--- config.mk ---
export PLATFORM = sky130hd
export DESIGN_NAME = lab_matrix_seq
export DESIGN_NICKNAME = d
export VERILOG_FILES = /design/src/rtl/lab_pkg.sv /design/src/rtl/lab_mac.sv /design/src/rtl/lab_matrix_seq.sv
export SDC_FILE = /design/constraint.sdc
export NUM_CORES = 2
export LEC_CHECK = 0
export ABC_AREA = 1
export BUFFER_PORTS_ARGS = -buffer_cell sky130_fd_sc_hd__buf_2
export CORE_MARGIN = 5
export CORE_UTILIZATION = 57
export CTS_CLUSTER_DIAMETER = 200
export DETAILED_ROUTE_END_ITERATION = 7
export GPL_TIMING_DRIVEN = 1
export PLACE_DENSITY_LB_ADDON = 0.2
export SYNTH_ARGS = -nofsm -noshare
export SYNTH_HDL_FRONTEND = slang
export SYNTH_SLANG_ARGS = --single-unit
--- constraint.sdc ---
create_clock -name i_clk -period 6.69 [get_ports i_clk]
set_input_delay 0.669 -clock i_clk [delete_from_list [all_inputs] [get_ports i_clk]]
set_output_delay 0.669 -clock i_clk [all_outputs]
set_load 0.05 [all_outputs]
--- src/rtl/lab_pkg.sv ---
// Shared constants, FSM states and reset coefficients for the colour-space
// matrix sequencer.
package lab_pkg;
    localparam int DW    = 16;
    localparam int FRAC  = 13;
    localparam int NCOEF = 9;

    typedef enum logic [1:0] {ST_IDLE, ST_MAC, ST_DONE} st_e;

    localparam logic [DW-1:0] C_RST0 = 16'h127A;
    localparam logic [DW-1:0] C_RST1 = 16'h127A;
    localparam logic [DW-1:0] C_RST2 = 16'h127A;
    localparam logic [DW-1:0] C_RST3 = 16'h0D10;
    localparam logic [DW-1:0] C_RST4 = 16'h0D10;
    localparam logic [DW-1:0] C_RST5 = 16'hE5DF;
    localparam logic [DW-1:0] C_RST6 = 16'h16A1;
    localparam logic [DW-1:0] C_RST7 = 16'hE95F;
    localparam logic [DW-1:0] C_RST8 = 16'h0000;

    function automatic logic [DW-1:0] coef_rst(input int idx);
        case (idx)
            0:       return C_RST0;
            1:       return C_RST1;
            2:       return C_RST2;
            3:       return C_RST3;
            4:       return C_RST4;
            5:       return C_RST5;
            6:       return C_RST6;
            7:       return C_RST7;
            default: return C_RST8;
        endcase
    endfunction
endpackage

--- src/rtl/lab_mac.sv ---
// Shared signed multiplier feeding three row accumulators (32-bit wrap).
module lab_mac #(
    parameter int DW = 16
) (
    input  logic                   i_clk,
    input  logic                   i_rst,
    input  logic                   i_clr,
    input  logic                   i_en,
    input  logic [1:0]             i_row,
    input  logic signed [DW-1:0]   i_a,
    input  logic signed [DW-1:0]   i_b,
    output logic [2:0][2*DW-1:0]   o_acc,
    output logic [2*DW-1:0]        o_acc_nxt
);
    logic signed [2*DW-1:0] w_prod;
    logic [2*DW-1:0]        w_sel;
    logic [2:0][2*DW-1:0]   r_acc;

    assign w_prod = i_a * i_b;

    always_comb begin
        w_sel = r_acc[0];
        case (i_row)
            2'd1:    w_sel = r_acc[1];
            2'd2:    w_sel = r_acc[2];
            default: w_sel = r_acc[0];
        endcase
    end

    assign o_acc_nxt = w_sel + w_prod;
    assign o_acc     = r_acc;

    always_ff @(posedge i_clk) begin
        if (i_rst || i_clr) begin
            r_acc <= '0;
        end else if (i_en) begin
            case (i_row)
                2'd0:    r_acc[0] <= o_acc_nxt;
                2'd1:    r_acc[1] <= o_acc_nxt;
                2'd2:    r_acc[2] <= o_acc_nxt;
                default: ;
            endcase
        end
    end
endmodule

--- src/rtl/lab_matrix_seq.sv ---
// 3x3 coefficient matrix times vector, one product per cycle, with a
// programmable coefficient bank that may only be written while idle.
module lab_matrix_seq #(
    parameter int DW   = lab_pkg::DW,
    parameter int FRAC = lab_pkg::FRAC
) (
    input  logic                 i_clk,
    input  logic                 i_rst,
    input  logic                 i_valid,
    output logic                 o_ready,
    input  logic signed [DW-1:0] i_x0,
    input  logic signed [DW-1:0] i_x1,
    input  logic signed [DW-1:0] i_x2,
    output logic                 o_valid,
    input  logic                 i_ready,
    output logic [DW-1:0]        o_y0,
    output logic [DW-1:0]        o_y1,
    output logic [DW-1:0]        o_y2,
    input  logic                 i_cfg_we,
    input  logic [3:0]           i_cfg_addr,
    input  logic [DW-1:0]        i_cfg_data,
    output logic                 o_cfg_err,
    output logic                 o_busy
);
    import lab_pkg::*;

    localparam int AW = 2 * DW;

    st_e                  r_state, w_state_nxt;
    logic [3:0]           r_k;
    logic signed [DW-1:0] r_x [3];
    logic signed [DW-1:0] r_coef [9];
    logic [DW-1:0]        r_y0, r_y1, r_y2;
    logic                 r_cfg_err;
    logic                 w_accept, w_last, w_cfg_ok;
    logic [1:0]           w_row;
    logic signed [DW-1:0] w_xsel, w_coef;
    logic [2:0][AW-1:0]   w_acc;
    logic [AW-1:0]        w_acc_nxt;

    assign w_accept = (r_state == ST_IDLE) && i_valid;
    assign w_last   = (r_state == ST_MAC) && (r_k == 4'd8);
    assign w_cfg_ok = i_cfg_we && (r_state == ST_IDLE) && (i_cfg_addr <= 4'd8);
    assign w_coef   = r_coef[r_k];

    // k walks the matrix row-major: row = k/3, column = k%3
    always_comb begin
        w_row  = 2'd0;
        w_xsel = r_x[0];
        case (r_k)
            4'd1, 4'd4, 4'd7: w_xsel = r_x[1];
            4'd2, 4'd5, 4'd8: w_xsel = r_x[2];
            default:          w_xsel = r_x[0];
        endcase
        if (r_k >= 4'd6)      w_row = 2'd2;
        else if (r_k >= 4'd3) w_row = 2'd1;
    end

    always_ff @(posedge i_clk) begin
        if (i_rst) r_state <= ST_IDLE;
        else       r_state <= w_state_nxt;
    end

    always_comb begin
        w_state_nxt = r_state;
        case (r_state)
            ST_IDLE: if (i_valid) w_state_nxt = ST_MAC;
            ST_MAC:  if (w_last)  w_state_nxt = ST_DONE;
            ST_DONE: if (i_ready) w_state_nxt = ST_IDLE;
            default: w_state_nxt = ST_IDLE;
        endcase
    end

    always_ff @(posedge i_clk) begin
        if (i_rst) begin
            r_k       <= '0;
            r_x       <= '{default: '0};
            r_y0      <= '0;
            r_y1      <= '0;
            r_y2      <= '0;
            r_cfg_err <= 1'b0;
            for (int i = 0; i < NCOEF; i++) r_coef[i] <= DW'(coef_rst(i));
        end else begin
            r_cfg_err <= i_cfg_we && !w_cfg_ok;
            if (w_cfg_ok) r_coef[i_cfg_addr] <= i_cfg_data;
            if (w_accept) begin
                r_x[0] <= i_x0;
                r_x[1] <= i_x1;
                r_x[2] <= i_x2;
                r_k    <= '0;
            end else if ((r_state == ST_MAC) && !w_last) begin
                r_k <= r_k + 4'd1;
            end
            // row 2 is still being summed on the last edge, so take its next value
            if (w_last) begin
                r_y0 <= w_acc[0][DW+FRAC-1:FRAC];
                r_y1 <= w_acc[1][DW+FRAC-1:FRAC];
                r_y2 <= w_acc_nxt[DW+FRAC-1:FRAC];
            end
        end
    end

    lab_mac #(.DW(DW)) u_mac (
        .i_clk     (i_clk),
        .i_rst     (i_rst),
        .i_clr     (w_accept),
        .i_en      (r_state == ST_MAC),
        .i_row     (w_row),
        .i_a       (w_coef),
        .i_b       (w_xsel),
        .o_acc     (w_acc),
        .o_acc_nxt (w_acc_nxt)
    );

    assign o_ready   = (r_state == ST_IDLE);
    assign o_valid   = (r_state == ST_DONE);
    assign o_busy    = (r_state != ST_IDLE);
    assign o_y0      = r_y0;
    assign o_y1      = r_y1;
    assign o_y2      = r_y2;
    assign o_cfg_err = r_cfg_err;
endmodule

Word level (Yosys, flattened, before mapping)
Memories as Yosys holds them, arrays and structs flattened. A register that Yosys moved wholly into a read port is not among the register bits.
Index checks and enable logic that the tools add are counted.
Word-level totals
  memories: 1
  RAM bits: 144
  input port bits: 73
  flip-flop bits (word level): 199
Operators by class
  add/subtract/negate cells: 2
  multipliers: 1
  magnitude comparators: 3
  multiplexer cells: 24
  reduce and logical (&&, ||, !) cells: 20
  equality and inequality tests: 13
Memories
  r_coef: depth 9, width 16, read ports 1, clocked after memory_dff 1, write ports 9, line lab_matrix_seq.sv:32  | logic signed [DW-1:0] r_coef [9];
Operator list (count)
  $mux 16: 7
  $pmux 32 s2: 1
  $add 32x32->32: 1
  $mul 16x16->32: 1
  $pmux 16 s2: 1
  $reduce_or 16->1: 1
  $eq 4x3->1 const B: 3
  $mux 4: 3
  $mux 2: 4
  $mux 1: 7
  $logic_and 1x1->1: 6
  $pmux 2 s3: 1
  $reduce_and 2->1: 3
  $reduce_or 3->1: 2
  $add 4x1->4 const B: 1
  $eq 2x1->1 const B: 2
  $eq 2x2->1 const B: 2
  $eq 4x1->1 const B: 1
  $eq 4x2->1 const B: 1
  $eq 4x4->1 const B: 1
  $ge 4x2->1 const B: 1
  $ge 4x3->1 const B: 1
  $le 4x4->1 const B: 1
  $logic_not 2->1: 2
  7 further kinds: 9

Depth between registers and ports, before layout
  word-level depth: 8
  mapped depth: 40

Hierarchy
Synthesis repeated with hierarchy kept, for this count alone.
Unflattened totals
  cell total of the unflattened synthesis: 3816
  area, all modules: 31625.3 um^2
Modules (own cells, without submodules)
  lab_mac: instances 1, area each 16046.6 um^2, cells an instance 2094
  lab_matrix_seq: instances 1, area each 15578.7 um^2, cells an instance 1722

Least setup slack after synthesis
No wires, ideal clock.
  kind: register to register
  from: register r_k[0]
  to: register r_y2[6], in the netlist o_y2[6]
  stages on the path, launching flop included: 33
  setup slack: 180 ps
  arrival time: 6401 ps
  library setup time: 109 ps
  path buffers: 2
  path through: dfxtp_1 -> inv_1 -> ha_1 -> inv_1 -> nand2_1 -> nand2_1 -> nand2_4 -> inv_1 -> buf_2 -> o22ai_1 -> a21oi_1 -> clkbuf_1 -> nor2_1 -> fa_1 -> inv_1 -> fa_1 -> fa_1 -> fa_1 -> inv_1 -> fa_1 -> fa_1 -> ha_1 -> nand2_1 -> inv_1 -> a21oi_1 -> nand2_1 -> a31oi_1 -> o21ai_0 -> nand2_1 -> a21o_1 -> nand3_1 -> nand2_1 -> inv_1
Between the ends
  longest elaborated chain between the ends: 6
  elaborated cells on any way between the ends: 19
Ends and longest elaborated chain
  start, declared: line lab_matrix_seq.sv:30  | logic [3:0] r_k;
  start signal, assigned: line lab_matrix_seq.sv:92  | r_k <= r_k + 4'd1;
  branches (longest 6 deep; another with $mul 16x16->32)
  end signal, assigned: line lab_matrix_seq.sv:98  | r_y2 <= w_acc_nxt[DW+FRAC-1:FRAC];
  end, declared: line lab_matrix_seq.sv:33  | logic [DW-1:0] r_y0, r_y1, r_y2;
Several ways; the timed one is not identified.
A chain may end at the register's enable or synchronous reset.

Worst setup path after layout
  from: register r_k[0]
  to: register r_y2[14], in the netlist o_y2[14]
Same word-level chain as after synthesis.

==> impl_metrics.py <==
metrics = {
    "run_status": {
        "outcome": "complete, but fails checks",
        "violations": "negative setup slack",
    },
    "critical_path": {
        "critPathMaxStageDelay_ns": 0.61,
        "crit_slowest_cell": "fa_1",
        "worst_ep_required_time_ns": 7.18,
        "crit_top_cell": "fa_1",
        "r2r_slack_ns": -0.14,
        "critPathCapture": "o_y2[14]$_SDFFE_PP0P_",
        "arrival_ns": 7.32,
        "critPathBufInv": 12,
        "startpoint_type": "flip-flop",
        "crit_fanout": 7,
        "critical_path.startpoint": "r_k[0]$_SDFFE_PP0P_",
        "r2r_end": "o_y2[14]$_SDFFE_PP0P_",
        "worst-setup-path-type": "flip-flop to flip-flop",
        "r2r_start": "r_k[0]$_SDFFE_PP0P_",
        "critPathCaptureType": "flip-flop",
        "cp_top_family": "adder cells",
        "path_depth": 32,
        "reg2reg_depth": 32,
    },
    "placement": {
        "io_buffers": 124,
        "gp_congestion": 0.961,
        "placed_area_um2": 32200,
        "dp_hpwl_um": 58900,
    },
    "sta": {
        "max_freq_mhz": 146,
        "fin_setup_tns_ns": -1.59,
        "fin_skew_ns": 0.0238,
        "rsz0062_at_grt": "yes",
        "finalHoldViolations": 0,
        "relSlewSlack": 0.254,
        "worst_pin_slew_ns": 1.12,
        "hold_slack_ns": 0.320,
        "min_period_ns": 6.83,
        "worst_slack_ns": -0.142,
        "fin_crit_sh": 1.02,
        "drv_slew": 0,
        "setup_viol": 21,
    },
    "global_route": {
        "grt_pass1_vias": 24500,
        "overflow": 0,
        "track_usage": 0.291,
        "grt_pass1_wl_um": 129000,
        "antenna_found_initial": 3,
        "grt_max_degree": 95,
    },
    "route": {
        "dr.pass1.iters": 6,
        "drt-total-wl_um": 82700,
        "wl_per_cell_um": 18.8,
        "route.antenna.remaining_nets": 0,
        "drc": 0,
        "vias": 24300,
        "drt_iter0_drc": 2245,
        "detail_route.vias_per_cell": 5.51,
    },
    "cts": {
        "cts_buffers": 48,
        "clk_latency_ns": 0.61,
        "clock_path_buffers": 3,
        "htreeDepth": 2,
        "cts.sinks": 450,
        "cts_tree": "done",
        "cts-root-buf": "clkbuf_16",
        "cts_hold_buf": 0,
        "cts.reportedPaths.clkPinSlew_ns": 0.06,
    },
    "cells_and_area": {
        "syn_to_final_growth_pct": 23.6,
        "fill_cells": 3761,
        "fin_area_um2": 35800,
        "drive_gt1_frac": 0.210,
        "final_core_util": 0.713,
        "nets": 4125,
    },
    "die": {
        "coreArea_um2": 50200,
        "dieArea_um2": 55400,
        "die_h_um": 235,
        "rows": 82,
        "start_util": 0.577,
        "boundaryPins": 125,
        "die_x_um": 235,
    },
    "synthesis": {
        "synth_top_area_share": 0.266,
        "synth_area_leaders": "edfxtp_1 27%, fa_1 18%, dfxtp_1 13%",
        "synth.cell_area_um2": 29000,
        "ys_ff_latch": 450,
        "yosysTopAreaCell": "edfxtp_1",
        "ys_async_sr_fraction": 0,
        "ys.flop_type": "edfxtp_1",
        "syn_inst": 3243,
        "synth-edff-count": 256,
        "synth_cell_type_count": 51,
        "yosys_warnings": 0,
        "synthTopCellsByCount": "577 x inv_1, 524 x nand2_1, 387 x nor2_1",
        "seq_area_frac_synth": 0.400,
        "synth.most_common_cell": "inv_1",
        "avgSynthCellArea_um2": 8.93,
    },
    "flow_run": {
        "drv_cap": 0,
    },
    "hold_path": {
        "hold_start": "i_x2[13]",
        "min_path_type": "input pin to flip-flop",
    },
}
state kept, by name, summed over array words and instances, names as in the netlist, named ones only:
signal	count
r_coef	256
u_mac.o_acc	87
r_x	48
o_y0	16
o_y1	16
o_y2	16
r_k	4
r_state	2
o_cfg_err	1
metal layers:
layer	global-route usage	share of wire	vias up
li1	-	-	11100
met1	0.407	0.41	11900
met2	0.477	0.48	1070
met4	0.0825	0.028	2
met3	0.0457	0.089	155
met5	0	0.000097	-
cell families (layout without fill, tap and decap cells):
| kind of cell | after synthesis | count (layout) | share of synthesized area |
|---|---|---|---|
| AND/OR/NAND/NOR | 1092 | 1093 | 0.154 |
| buffers and inverters | 761 | 1134 | 0.104 |
| AO/OA/AOI/OAI | 558 | 558 | 0.111 |
| flip-flops | 450 | 450 | 0.400 |
| adder cells (fa/ha/maj) | 361 | 361 | 0.225 |
| XOR/XNOR | 20 | 20 | 0.00605 |
| other | 1 | 115 | 0.000130 |
placed cells by master, fill, tap and decap left out, types with 124 or more instances in the layout:
master and n:
a21oi_1 200, fa_1 257, nor2_1 364, dfxtp_1 190, buf_4 251, inv_1 539
buf_2 124, edfxtp_1 256, o21ai_0 156, nand2_1 483
stage by stage:
step / cells / worst slack (ns)
final: 4403 / -0.142
after global routing: 4401 / -0.389
after CTS: 4370 / -0.0247
after detailed placement: 4257 / -0.570
after global placement: 4257 / -0.509
after floorplan: 3354 / 0.180
worst min path at each step:
stage	slack [ns]	endpoint	depth (start not counted)
after floorplan	0.43	u_mac.o_acc[33]$_SDFFE_PP0P_	2
after global placement	0.44	u_mac.o_acc[39]$_SDFFE_PP0P_	2
after detailed placement	0.45	u_mac.o_acc[34]$_SDFFE_PP0P_	2
after CTS	0.30	r_x[13]$_SDFFE_PP0P_	3
after global routing	0.34	r_x[30]$_SDFFE_PP0P_	3
final	0.32	r_x[13]$_SDFFE_PP0P_	3
cell type report:
class	count	area, µm²	area share
clock inverter	20	243	0.00678
multi-input combinational	2144	16000	0.446
clock buffer	67	1350	0.0378
sequential	450	11600	0.324
antenna	3	7.51	0.000210
timing repair buffer	431	3440	0.0962
inverter	616	2370	0.0662
tap	672	841	0.0235
worst register-to-register path, delay by kind of cell, from the launching register on:
family | cells | cell delay [ns]
simple gates | 9 | 1.15
flops | 1 | 0.39
buf+inv | 12 | 1.04
fa+ha+maj | 8 | 3.71
compound gates | 3 | 0.42
what timing repair did:
item / CTS / global route
gates resized for setup: 146 / 205
endpoints found under the hold margin: 0 / 0
pin swaps: 40 / 79
setup buffers: 21 / 31
cloned: 6 / 0
endpoints found under the setup margin: 56 / 68
Power is not shown: default switching activity piles up to over one toggle a cycle in this logic, so the estimate is an artifact.
